<file path="src/rtl/alu_sequencer_pkg.sv">
// Shared types and constants for the ALU sequencer and the ALU it drives.
package alu_seq_pkg;

  localparam int DATA_W_DEFAULT = 32;
  localparam int RF_DEPTH       = 8;

  // ALU op codes, shared with the ALU itself.
  localparam logic [2:0] ALU_ADD = 3'b000;
  localparam logic [2:0] ALU_SUB = 3'b001;
  localparam logic [2:0] ALU_AND = 3'b010;
  localparam logic [2:0] ALU_OR  = 3'b011;
  localparam logic [2:0] ALU_XOR = 3'b100;
  localparam logic [2:0] ALU_SHL = 3'b101;
  localparam logic [2:0] ALU_SHR = 3'b110;
  localparam logic [2:0] ALU_PSA = 3'b111;

  // Host command word: [11:9] op, [8:6] rd, [5:3] ra, [2:0] rb.
  typedef struct packed {
    logic [2:0] op;
    logic [2:0] rd;
    logic [2:0] ra;
    logic [2:0] rb;
  } cmd_t;

  typedef enum logic [1:0] {
    ST_IDLE  = 2'b00,
    ST_ISSUE = 2'b01,
    ST_EXEC  = 2'b10
  } state_e;

endpackage

</file>
<file path="src/rtl/alu_sequencer_cmd_fifo.sv">
// Small synchronous command FIFO. A push is refused while full, even if a
// pop happens in the same cycle; the head entry is visible combinationally.
module cmd_fifo #(
  parameter int WIDTH = 12,
  parameter int DEPTH = 4
) (
  input  logic             clk,
  input  logic             rst_n,
  input  logic             i_push,
  input  logic [WIDTH-1:0] i_wdata,
  input  logic             i_pop,
  output logic [WIDTH-1:0] o_rdata,
  output logic             o_full,
  output logic             o_empty
);

  localparam int AW = (DEPTH > 1) ? $clog2(DEPTH) : 1;
  localparam int CW = AW + 1;

  logic [WIDTH-1:0] r_mem [DEPTH];
  logic [AW-1:0]    r_wr_ptr;
  logic [AW-1:0]    r_rd_ptr;
  logic [CW-1:0]    r_count;
  logic             w_push_ok;
  logic             w_pop_ok;

  assign o_full    = (r_count == CW'(DEPTH));
  assign o_empty   = (r_count == '0);
  assign w_push_ok = i_push && !o_full;
  assign w_pop_ok  = i_pop && !o_empty;
  assign o_rdata   = r_mem[r_rd_ptr];

  // Storage array: written at the tail on an accepted push.
  always_ff @(posedge clk or negedge rst_n) begin
    if (!rst_n) begin
      for (int i = 0; i < DEPTH; i++) begin
        r_mem[i] <= '0;
      end
    end else if (w_push_ok) begin
      r_mem[r_wr_ptr] <= i_wdata;
    end
  end

  // Pointers wrap naturally (DEPTH is a power of two); count tracks occupancy.
  always_ff @(posedge clk or negedge rst_n) begin
    if (!rst_n) begin
      r_wr_ptr <= '0;
      r_rd_ptr <= '0;
      r_count  <= '0;
    end else begin
      if (w_push_ok) begin
        r_wr_ptr <= r_wr_ptr + AW'(1);
      end
      if (w_pop_ok) begin
        r_rd_ptr <= r_rd_ptr + AW'(1);
      end
      case ({w_push_ok, w_pop_ok})
        2'b10:   r_count <= r_count + CW'(1);
        2'b01:   r_count <= r_count - CW'(1);
        default: r_count <= r_count;
      endcase
    end
  end

endmodule

</file>
<file path="src/rtl/alu_sequencer.sv">
// ALU sequencer: buffers host commands, owns an 8-entry register file and
// drives the shared ALU with registered operands, two cycles per command.
module alu_sequencer
  import alu_seq_pkg::*;
#(
  parameter int DATA_W     = DATA_W_DEFAULT,
  parameter int FIFO_DEPTH = 4
) (
  input  logic              clk,
  input  logic              rst_n,
  input  logic [11:0]       cmd,
  input  logic              cmd_valid,
  output logic              cmd_ready,
  input  logic              run,
  input  logic              reg_we,
  input  logic [2:0]        reg_waddr,
  input  logic [DATA_W-1:0] reg_wdata,
  input  logic [2:0]        reg_raddr,
  output logic [DATA_W-1:0] reg_rdata,
  output logic [DATA_W-1:0] alu_a,
  output logic [DATA_W-1:0] alu_b,
  output logic [2:0]        alu_op,
  input  logic [DATA_W-1:0] alu_y,
  input  logic              alu_o,
  input  logic              alu_c,
  input  logic              alu_z,
  input  logic              alu_n,
  output logic [DATA_W-1:0] result,
  output logic              flag_o,
  output logic              flag_c,
  output logic              flag_z,
  output logic              flag_n,
  output logic              busy,
  output logic              done
);

  state_e            r_state;
  logic [DATA_W-1:0] r_rf [RF_DEPTH];
  logic [DATA_W-1:0] r_alu_a;
  logic [DATA_W-1:0] r_alu_b;
  logic [2:0]        r_alu_op;
  logic [2:0]        r_rd;
  logic [DATA_W-1:0] r_result;
  logic [3:0]        r_flags;
  logic              r_busy;
  logic              r_done;

  logic              w_fifo_full;
  logic              w_fifo_empty;
  logic              w_push;
  logic              w_pop;
  logic              w_more;
  logic [11:0]       w_head_raw;
  cmd_t              w_head;

  assign w_push    = cmd_valid && !w_fifo_full;
  assign w_pop     = (r_state == ST_ISSUE);
  // A command arriving on the write-back edge still belongs to this run.
  assign w_more    = !w_fifo_empty || w_push;
  assign w_head    = cmd_t'(w_head_raw);

  assign cmd_ready = !w_fifo_full;
  assign reg_rdata = r_rf[reg_raddr];
  assign alu_a     = r_alu_a;
  assign alu_b     = r_alu_b;
  assign alu_op    = r_alu_op;
  assign result    = r_result;
  assign flag_o    = r_flags[3];
  assign flag_c    = r_flags[2];
  assign flag_z    = r_flags[1];
  assign flag_n    = r_flags[0];
  assign busy      = r_busy;
  assign done      = r_done;

  cmd_fifo #(
    .WIDTH (12),
    .DEPTH (FIFO_DEPTH)
  ) u_cmd_fifo (
    .clk     (clk),
    .rst_n   (rst_n),
    .i_push  (w_push),
    .i_wdata (cmd),
    .i_pop   (w_pop),
    .o_rdata (w_head_raw),
    .o_full  (w_fifo_full),
    .o_empty (w_fifo_empty)
  );

  // Sequencer FSM with register file, operand, result and flag registers.
  always_ff @(posedge clk or negedge rst_n) begin
    if (!rst_n) begin
      r_state  <= ST_IDLE;
      r_alu_a  <= '0;
      r_alu_b  <= '0;
      r_alu_op <= 3'b000;
      r_rd     <= 3'b000;
      r_result <= '0;
      r_flags  <= 4'b0000;
      r_busy   <= 1'b0;
      r_done   <= 1'b0;
      for (int i = 0; i < RF_DEPTH; i++) begin
        r_rf[i] <= '0;
      end
    end else begin
      r_done <= 1'b0;
      case (r_state)
        ST_IDLE: begin
          // Host writes land only here; a same-cycle run still starts.
          if (reg_we) begin
            r_rf[reg_waddr] <= reg_wdata;
          end
          if (run && !w_fifo_empty) begin
            r_state <= ST_ISSUE;
            r_busy  <= 1'b1;
          end
        end
        ST_ISSUE: begin
          r_alu_op <= w_head.op;
          r_alu_a  <= r_rf[w_head.ra];
          r_alu_b  <= r_rf[w_head.rb];
          r_rd     <= w_head.rd;
          r_state  <= ST_EXEC;
        end
        ST_EXEC: begin
          r_rf[r_rd] <= alu_y;
          r_result   <= alu_y;
          r_flags    <= {alu_o, alu_c, alu_z, alu_n};
          if (w_more) begin
            r_state <= ST_ISSUE;
          end else begin
            r_state <= ST_IDLE;
            r_busy  <= 1'b0;
            r_done  <= 1'b1;
          end
        end
        default: begin
          r_state <= ST_IDLE;
          r_busy  <= 1'b0;
        end
      endcase
    end
  end

endmodule

</file>
<file path="config.mk">
export PLATFORM = sky130hd
export DESIGN_NAME = alu_sequencer
export DESIGN_NICKNAME = d
export VERILOG_FILES = /design/src/rtl/alu_sequencer_pkg.sv /design/src/rtl/alu_sequencer_cmd_fifo.sv /design/src/rtl/alu_sequencer.sv
export SDC_FILE = /design/constraint.sdc
export NUM_CORES = 1
export LEC_CHECK = 0
export CAP_MARGIN = 20
export CORE_ASPECT_RATIO = 1.4
export CORE_MARGIN = 10
export CORE_UTILIZATION = 40
export CTS_CLUSTER_SIZE = 24
export DETAILED_ROUTE_END_ITERATION = 10
export PLACE_DENSITY = 0.67
export SYNTH_ARGS = -nofsm -noshare
export SYNTH_HDL_FRONTEND = slang
export SYNTH_HIERARCHICAL = 1
export SYNTH_SLANG_ARGS = --single-unit
</file>
<file path="constraint.sdc">
create_clock -name clk -period 5.6 [get_ports clk]
set_input_delay 0.56 -clock clk [delete_from_list [all_inputs] [get_ports clk]]
set_output_delay 0.56 -clock clk [all_outputs]
set_load 0.03 [all_outputs]
</file>
==> metrics.md, run 1 <==
| Metric | Value |
|---|---|
| Vias in the first global route | 23055 |
| PD cells | 747 mW/mm² |
| DRT Pass-1 Iters | 8 |
| Setup TNS | 0 ns |
| Met2 wire len | 47100 µm |
| Inserted Clock Buffers | 45 |
| First-pass GRT wire length | between 100000 and 150000 µm |
| FP Rows | 107 |
| Antenna Violating Nets Remaining | 0 |
| Worst setup SP type | primary input |
| DR DRC count | 0 |
| Worst-Margin Slew | around 1.2 ns |
| R2R Path End | alu_a[5] |
| Synthesized area | 0.0247 mm² |
| Setup ws final | 1.82 ns |
| Dpl cells | 3324 |
| Routed WL | between 90000 and 100000 µm |
| Slew headroom | between 10% and 20% |
| Count leader, synth | dfrtp_1 |
| Mean Syn Cell Area | around 10 µm² |
| HP Class | primary input to asynchronous set/reset pin |
| Synth area leaders | dfrtp_1, mux2i_1, mux4_2 |
| Req. time, crit path | ~5.0 ns |
| Failing checks | hold timing |
| Final hold vios | 16 |
| Clock Sink Count | ~420 |
| Crit. Startpoint | reg_raddr[0] |
| Clk buf depth | 3 |
| Reg2reg setup slack | 2.08 ns |
| Detailed-route via count | 21983 |
| CTS Hold Bufs | 0 |
| MaxCap Viol Count | 0 |
| DR WL met3 | ~8800 µm |
| Die W | around 230 µm |
| M1 wire length | 35700 µm |
| Register area share after synthesis | 42.7% |
| FMAX | 264 MHz |
| I/O Buffers | 228 |
| Most used flip-flop cell after synthesis | dfrtp_1 |
| EDFF count, synth | 0 |
| Final Skew | 0.0306 ns |
| Fin crit period | 3.78 ns |
| RSZ-0062 raised after global routing | no |
| Setup crit end | reg_rdata[17] |
| Chip Height | about 310 µm |
| Ys Warns | 6 |
| CTS Root Buffer Type | clkbuf_16 |
| Synth unique cells | 49 |
| Synth Instances | approximately 2500 |
| CP arrival | 3.22 ns |
| Proportion of layout cells with a drive suffix above 1 | 13.2% |
| WS Path Type | primary input to output port |
| Status | complete, but fails checks |
| Area Growth Syn to Fin | 17.3% |
| Core area | roughly 0.061 mm² |
| CTS tree | built |
| Clock slew at reported path FFs | 0.06 ns |
| Hold Slack | -0.0309 ns |
| Ports | 229 |
| NumNets Final | 2652 |
| Crit. End Element | output port |
| Final period util | 67.5% |
| Top Metal Used | met5 |
| RePlAce Congestion | 0.885 |
| FF+latch count, synth | between 400 and 500 |
| R2R cell count | 6 |
| Place WS | 1.67 ns |
| Routed len/inst | 28.4 µm |
| Starting DRC count in detailed routing | 2529 |
| Largest area contributor in the netlist | dfrtp_1 |
| IR drop worst, VDD | 0.522 mV |
| Total grt overflow | 0 |
| Synth cell count leaders | dfrtp_1, nand2_1, mux2i_1, o21ai_0, nand3_1 |
| Initial Util | 40.5% |
| Async SR Flop Fraction | 100% |
| CP max FO | 41 |
| Syn_nets | about 2600 |
| Number of vias per cell | between 6 and 7 |
| Leakage | about 12 nW |
| Post-cts gate resize count | 0 |
| Initial antenna violation count | 5 |
| Final setup fails | 0 |
| Clk_lat worst skew | 0.58 ns |
| Die ar. | 0.0722 mm² |
| Gr usage total | 26.0% |
| Pin count of the biggest net entering global routing | 168 |
| Setup Fix Bufs, Post-CTS | 0 |
| Layout Cells excl Fill | ~3400 |
| Synth top area share | between 40 and 50% |
| Dpl hpwl | 56100 µm |
| Htree depth | 2 |
| Reg-to-reg startpoint | u_cmd_fifo/r_rd_ptr[0] |
| Max Slew Vio Count | 0 |
-- power breakdown --
part	internal, mW	switching (mW)
clock network	1.82	1.35
registers	4.62	1.62
logic	5.24	6.98
total	11.7	9.95
-- placed cells by master, fill, tap and decap left out, drive strengths merged --
cell	instances
or3	2
nor3	3
nor4b	1
mux2	81
o21ai	254
nor4	1
clkbuf	64
nand2b	4
nand3b	1
nand3	194
mux2i	257
dfrtp	421
nor3b	3
or3b	1
clkdlybuf4s50	223
clkinvlp	3
nor2	78
a2bb2oi	193
inv	10
and3	1
a21oi	64
or2	6
and2	3
clkinv	10
o31a	1
mux4	76
fa	1
xor2	3
ha	5
buf	43
nor2b	39
a31oi	2
bufinv	4
o2bb2ai	3
diode	4
xnor2	3
a22oi	128
nand2	402
nand4	2
-- kinds of logic (layout without fill, tap and decap cells) --
logic type      Yosys count  after routing  synth area share [%]
xor+xnor                  6              6                 0.213
fa+ha+maj                 6              6                 0.334
flops                   421            421                  42.7
compound gates          645            645                  18.2
other cells               0              4                     0
simple gates            741            741                  13.2
buf+inv                 237            357                  4.40
mux                     414            414                  21.0
-- flip-flops by register name, summed over array words and instances, names as in the netlist, 3 cells and up --
register	flops
result	32
r_flags	4
u_cmd_fifo/r_mem	48
r_rf	256
alu_b	32
alu_op	3
u_cmd_fifo/r_count	3
alu_a	32
r_rd	3
-- metrics by stage --
step	area [µm²]	power (mW)	utilization, %
floorplan	24700	14.1	-
global placement	27400	17.7	44.9
detailed placement	27400	18.2	44.9
CTS	28900	21.4	47.4
global route	29000	22.6	47.5
finish	29000	21.6	47.5
-- cell type report --
| class | count | area, µm² |
|---|---|---|
| tap | 817 | 1020 |
| timing repair buffer | 266 | 2620 |
| clock inverter | 18 | 220 |
| clock buffer | 64 | 1310 |
| multi-input combinational | 1812 | 13200 |
| sequential | 421 | 10500 |
| antenna | 4 | 10.0 |
| inverter | 9 | 35.0 |
| fill | 5677 | 32100 |
-- critical path, stage by stage --
cell	delay, ns
buf_4	0.75
buf_4	0.44
mux4_2	0.55
mux2_2	0.29
clkdlybuf4s50_1	0.60
-- layer usage --
| layer | global-route usage [%] | vias to the layer above |
|---|---|---|
| met1 | 31.0 | 11078 |
| met3 | 5.34 | 351 |
| li1 | - | 9221 |
| met5 | 0 | - |
| met2 | 43.1 | 1331 |
| met4 | 14.5 | 2 |
-- worst min-delay path by stage --
stage / startpoint / cells past startpoint / end / slack [ns]
floorplan: rst_n / 0 / alu_a[0] / 0.26
global placement: result[15] / 2 / result[15] / 0.46
detailed placement: r_flags[1] / 2 / r_flags[1] / 0.46
CTS: rst_n / 1 / u_cmd_fifo/r_mem[46] / 0.02
global route: rst_n / 1 / u_cmd_fifo/r_mem[46] / 0.05
finish: rst_n / 1 / u_cmd_fifo/r_mem[46] / -0.03
No activity file was read; power rests on OpenSTA's default activity.
==> inputs of run 2 (changes only) <==
Clock period 5.6 ns to 3.68 ns, I/O delays scaled along.
==> run 2 against run 1 <==
  * The flow now finishes without violations
  * Non-clock buffer count up 35
  * Power up 53%
  * Clock power up 46%
  * Critical path type is now register to register
  * Largest cell class unchanged
==> metrics.md, run 2 (synthesis gave the netlist of run 1 again) <==
| Metric | Value |
|---|---|
| RSZ-0062 raised after global routing | no |
| Final hold vios | 0 |
| R2R Path End | r_rf[77] |
| Crit. End Element | register |
| Post-cts gate resize count | 0 |
| RePlAce Congestion | 0.908 |
| Final period util | 84.2% |
| Ports | 229 |
| Pin count of the biggest net entering global routing | 121 |
| Chip Height | 314 µm |
| Fin crit period | 3.10 ns |
| Die ar. | around 0.072 mm² |
| Worst setup SP type | register |
| Commonest non-fill, non-tap cell in the layout | dfrtp_1 |
| Dpl cells | 3359 |
| Net Switching | 15.3 mW |
| Sequential power share | between 20% and 30% |
| DR DRC count | 0 |
| Setup TNS | 0 ns |
| Dpl hpwl | 60400 µm |
| Routed len/inst | 28.9 µm |
| First-pass GRT wire length | 148000 µm |
| Inserted Clock Buffers | 45 |
| Reg2reg setup slack | roughly 0.58 ns |
| Final Skew | 0.0339 ns |
| WHS Endpoint | r_rf[1] |
| I/O Buffers | 228 |
| Gr usage total | 26.5% |
| Leakage | approximately 12 nW |
| Status | complete, no violations |
| Place WS | 0.735 ns |
| IR drop worst, VDD | between 0.7 and 0.8 mV |
| Req. time, crit path | 4.13 ns |
| FMAX | 323 MHz |
| Max reg flops | 256 |
| Layout Cells excl Fill | 3443 |
| WS Path Type | register to register |
| Sw frac | 46.2% |
| Htree depth | 2 |
| Vias in the first global route | 23568 |
| MaxCap Viol Count | 0 |
| Initial antenna violation count | 5 |
| Setup Fix Bufs, Post-CTS | 0 |
| CTS Root Buffer Type | clkbuf_16 |
| Hold path startpoint | reg_waddr[0] |
| Reg-to-reg startpoint | r_state[0] |
| CTS tree | built |
| Top reg by flops | r_rf |
| HP Class | primary input to register |
| CP max FO | 33 |
| Max Slew Vio Count | 0 |
| Clk_lat worst skew | 0.58 ns |
| Routed WL | between 90000 and 100000 µm |
| Clock network fraction of design power | approximately 14% |
| Number of vias per cell | 6.54 |
| Worst-Margin Slew | 1.12 ns |
| Fill cell count | 5628 |
| Commonest non-fill, non-tap cells in the layout | dfrtp_1, nand2_1, mux2i_1 |
| Total grt overflow | 0 |
| Clock slew at reported path FFs | ~0.06 ns |
| Initial Util | 40.5% |
| Hold path depth | 3 |
| CTS Hold Bufs | 1 |
| Slew headroom | 25.3% |
| DRT Pass-1 Iters | 5 |
| Die W | 230 µm |
| Proportion of layout cells with a drive suffix above 1 | 14.3% |
| Area Growth Syn to Fin | 18.9% |
| Starting DRC count in detailed routing | 2285 |
| Clk buf depth | 3 |
| Clock Sink Count | 421 |
| Core area | between 0.06 and 0.07 mm² |
| Comb pwr share | 57.4% |
| FP Rows | 107 |
| Detailed-route via count | 22532 |
| Antenna Violating Nets Remaining | 0 |
| R2R cell count | 5 |
| CP arrival | 3.55 ns |
| Final setup fails | 0 |
| Int Power | 17.9 mW |
| Largest regs | r_rf: 256 flops, u_cmd_fifo/r_mem: 48 flops |
| PD cells | roughly 1100 mW/mm² |
| Setup ws final | around 0.58 ns |
| NumNets Final | 2687 |
==> run 2: changes by cell type in the layout (fill, tap and decap cells not counted), moves of 2 or more <==
cell,delta
buf_12,+17
buf_6,-2
bufinv_16,-2
buf_4,+19
inv_6,+2
==> run 2: area by class of cell <==
class	instances	area [µm²]	area share [%]
Clock inverter	17	158	0.537
Inverter	9	35.0	0.119
Multi-Input combinational cell	1812	13200	45.0
Clock buffer	62	1290	4.40
Timing Repair Buffer	301	3090	10.5
Antenna cell	4	10.0	0.0341
Sequential cell	421	10500	35.9
Tap cell	817	1020	3.48
==> run 2: worst max-delay path, cell delays in order, from the launching register on <==
cell and delay [ns]:
dfrtp_1 0.65, nand3b_1 0.24, or2_2 0.87, nand2_2 0.66
buf_4 0.39, a2bb2oi_1 0.14
==> run 2: routing by layer <==
layer  global-route usage (%)  wire [µm]  part of all wire [%]
met1                     30.5      35600                    36
met2                     43.4      47600                    48
met3                     5.87       9470                   9.5
met4                     18.3       7040                   7.1
met5                        0         12                 0.012
==> run 2: power by group through the flow <==
stage	Clock, mW	Combinational, mW	Sequential [mW]
floorplan	0	11.7	9.74
global placement	0	18.2	9.29
detailed placement	0	18.7	9.44
CTS	4.67	18.8	9.38
global route	4.83	20.0	9.74
finish	4.62	19.0	9.52
==> run 2: worst max-delay path by stage <==
stage / to / cells past startpoint / slack, ns / start
5_1_grt: r_rf[77] / 5 / 0.61 / r_state[0]
3_3_place_gp: r_rf[86] / 5 / 0.78 / r_state[0]
2_1_floorplan: u_cmd_fifo/r_count[2] / 12 / 1.25 / r_state[1]
4_1_cts: r_rf[77] / 5 / 0.74 / r_state[0]
3_5_place_dp: r_rf[77] / 5 / 0.73 / r_state[0]
6_report: r_rf[77] / 5 / 0.58 / r_state[0]
==> run 2: stage by stage <==
stage | hold slack [ns] | utilization [%] | instance area [µm²] | power (mW)
after floorplan | 0.0724 | - | 24700 | 21.4
after global placement | 0.457 | 45.7 | 27900 | 27.5
after detailed placement | 0.463 | 45.7 | 27900 | 28.2
after CTS | 0.245 | 48.1 | 29400 | 32.8
after global routing | 0.271 | 48.1 | 29400 | 34.6
final | 0.262 | 48.1 | 29400 | 33.2
==> RTL edit, RTL diff (config.mk and constraints of run 1) <==
Set the parameter `FIFO_DEPTH` to 8 (it was 4).
--- a/src/rtl/alu_sequencer.sv
+++ b/src/rtl/alu_sequencer.sv
@@ -5,5 +5,5 @@
 #(
   parameter int DATA_W     = DATA_W_DEFAULT,
-  parameter int FIFO_DEPTH = 4
+  parameter int FIFO_DEPTH = 8
 ) (
   input  logic              clk,
Function: not settled (the Yosys comparison gave no result); the edit may change what the design does.
==> RTL edit against run 1 <==
Register-to-register slack improved by 0.11 ns. Cell count rose by 5.9%. Via count up 7.6%. Synthesized area grew 9.7%. Sequential share of layout area rose by 0.79 points. Worst setup slack improved by 0.015 ns. Wire length increased by 8.1%. Critical path depth unchanged. Sequential cell count grew 51. Count of clock-buffer cells in the layout increased by 3. Power is 12% higher. Fmax is 0.41% higher. Final area up 9.7%. Critical endpoint is now reg_rdata[31]. Highest routed layer unchanged.
==> RTL edit: results (changes against run 1) <==
initial antenna violation count=9 (+4); multi-input gates=1903 (+5.0%); WHS=0.0451 ns (+0.0760 ns); status=finished clean; crit-path max cell delay=0.65 ns (-0.10 ns); wire length on met1=38400 um (+7.5%); routed wl met3=10500 um (+19%); Non-clk bufs=272 (+2.3%); clock buffer count from CTS=49 (+8.9%); Max VDD drop=0.528 mV (+1.1%); met1 Track Usage GR=0.309 (-0.00159); Final GP Congestion=0.846 (-4.5%); vias in the first global route=24.6k (+6.6%); Internal=13.3 mW (+14%); ranking of synthesized cells by area=dfrtp_1, mux2i_1, mux4_2; multi-input combinational area share=0.452 (-0.00415); Slew @ Worst Pin=1.25 ns (+0.0313 ns); drt first-iter violations=2698 (+6.7%); register area share after synthesis=0.436 (+0.00953); Reg power frac=0.284 (-0.005); # fillers=6009 (+5.8%); CP arrival=3.21 ns (about the same); clk_lat worst skew=0.61 ns (+0.03 ns); placed insts=3508 (+5.5%); routed wire length=105000 um (+8.1%); skew final=0.0111 ns (-0.0195 ns); Area Overhead vs Synth=17.4% (about the same); Critical R2R Capture=alu_a[21]; met3 usage=0.0681 (+0.0147); Commonest cells post-synth=dfrtp_1, nand2_1, mux2i_1, o21ai_0, nand3_1; path depth of the worst reg2reg path=8 (+2); overall power=24.2 mW (+12%); Diodes inserted=9 (+5); met2 WL post-DR=50100 um (+6.4%); CLK BUF=67 (+4.7%); DR vias/cell=6.55 (+1.6%); FF-to-FF setup slack=2.19 ns (+0.11 ns); Inverters=10 (+1); share of cells above drive strength 1=0.151 (+0.0183); GRT Total Usage=0.260 (+0.000716); DP Wirelength=61400 um (+9.4%); Distinct cells, synth=57 (+16%); sequential cells=472 (+12%); part of the power in combinational logic=0.566 (about the same); Top Registers=r_rf: 256 flops, u_cmd_fifo/r_mem: 96 flops; Post-Place Setup Slack=1.68 ns (+0.0144 ns); Layout Nets=2805 (+5.8%); highest net fanout along the worst path=36 (-12%); Tap Count=855 (+4.7%); met2 Use GR=0.420 (-0.0107); fraction of area in non-clock buffers=0.0854 (-0.00508); pin count of the biggest net entering global routing=149 (-11%)
-- RTL edit: changes by cell type after synthesis, sizes merged, moves of 3 or more --
cell and delta:
mux2 +61, dfrtp +51, clkbuf +21, mux4 +12
buf -11, nor2 -6, nand3 +4, nor3b +3
-- RTL edit: cell families after synthesis --
kind of cell             after synthesis  synth area share
XOR/XNOR                               6           0.00194
AND/OR/NAND/NOR                      754             0.124
buffers and inverters                248            0.0403
adder cells (fa/ha/maj)                6           0.00305
flip-flops                           472             0.436
multiplexers                         487             0.233
AO/OA/AOI/OAI                        650             0.162
-- RTL edit: how the worst max path moves through the flow --
stage	startpoint	end	slack, ns	cells after the start
floorplan	r_state[1]	u_cmd_fifo/r_count[3]	2.63	12
global placement	reg_waddr[1]	r_rf[177]	1.83	5
detailed placement	reg_waddr[1]	r_rf[183]	1.68	5
CTS	reg_raddr[0]	reg_rdata[31]	1.80	5
global route	reg_raddr[0]	reg_rdata[31]	1.70	5
finish	reg_raddr[0]	reg_rdata[31]	1.83	5
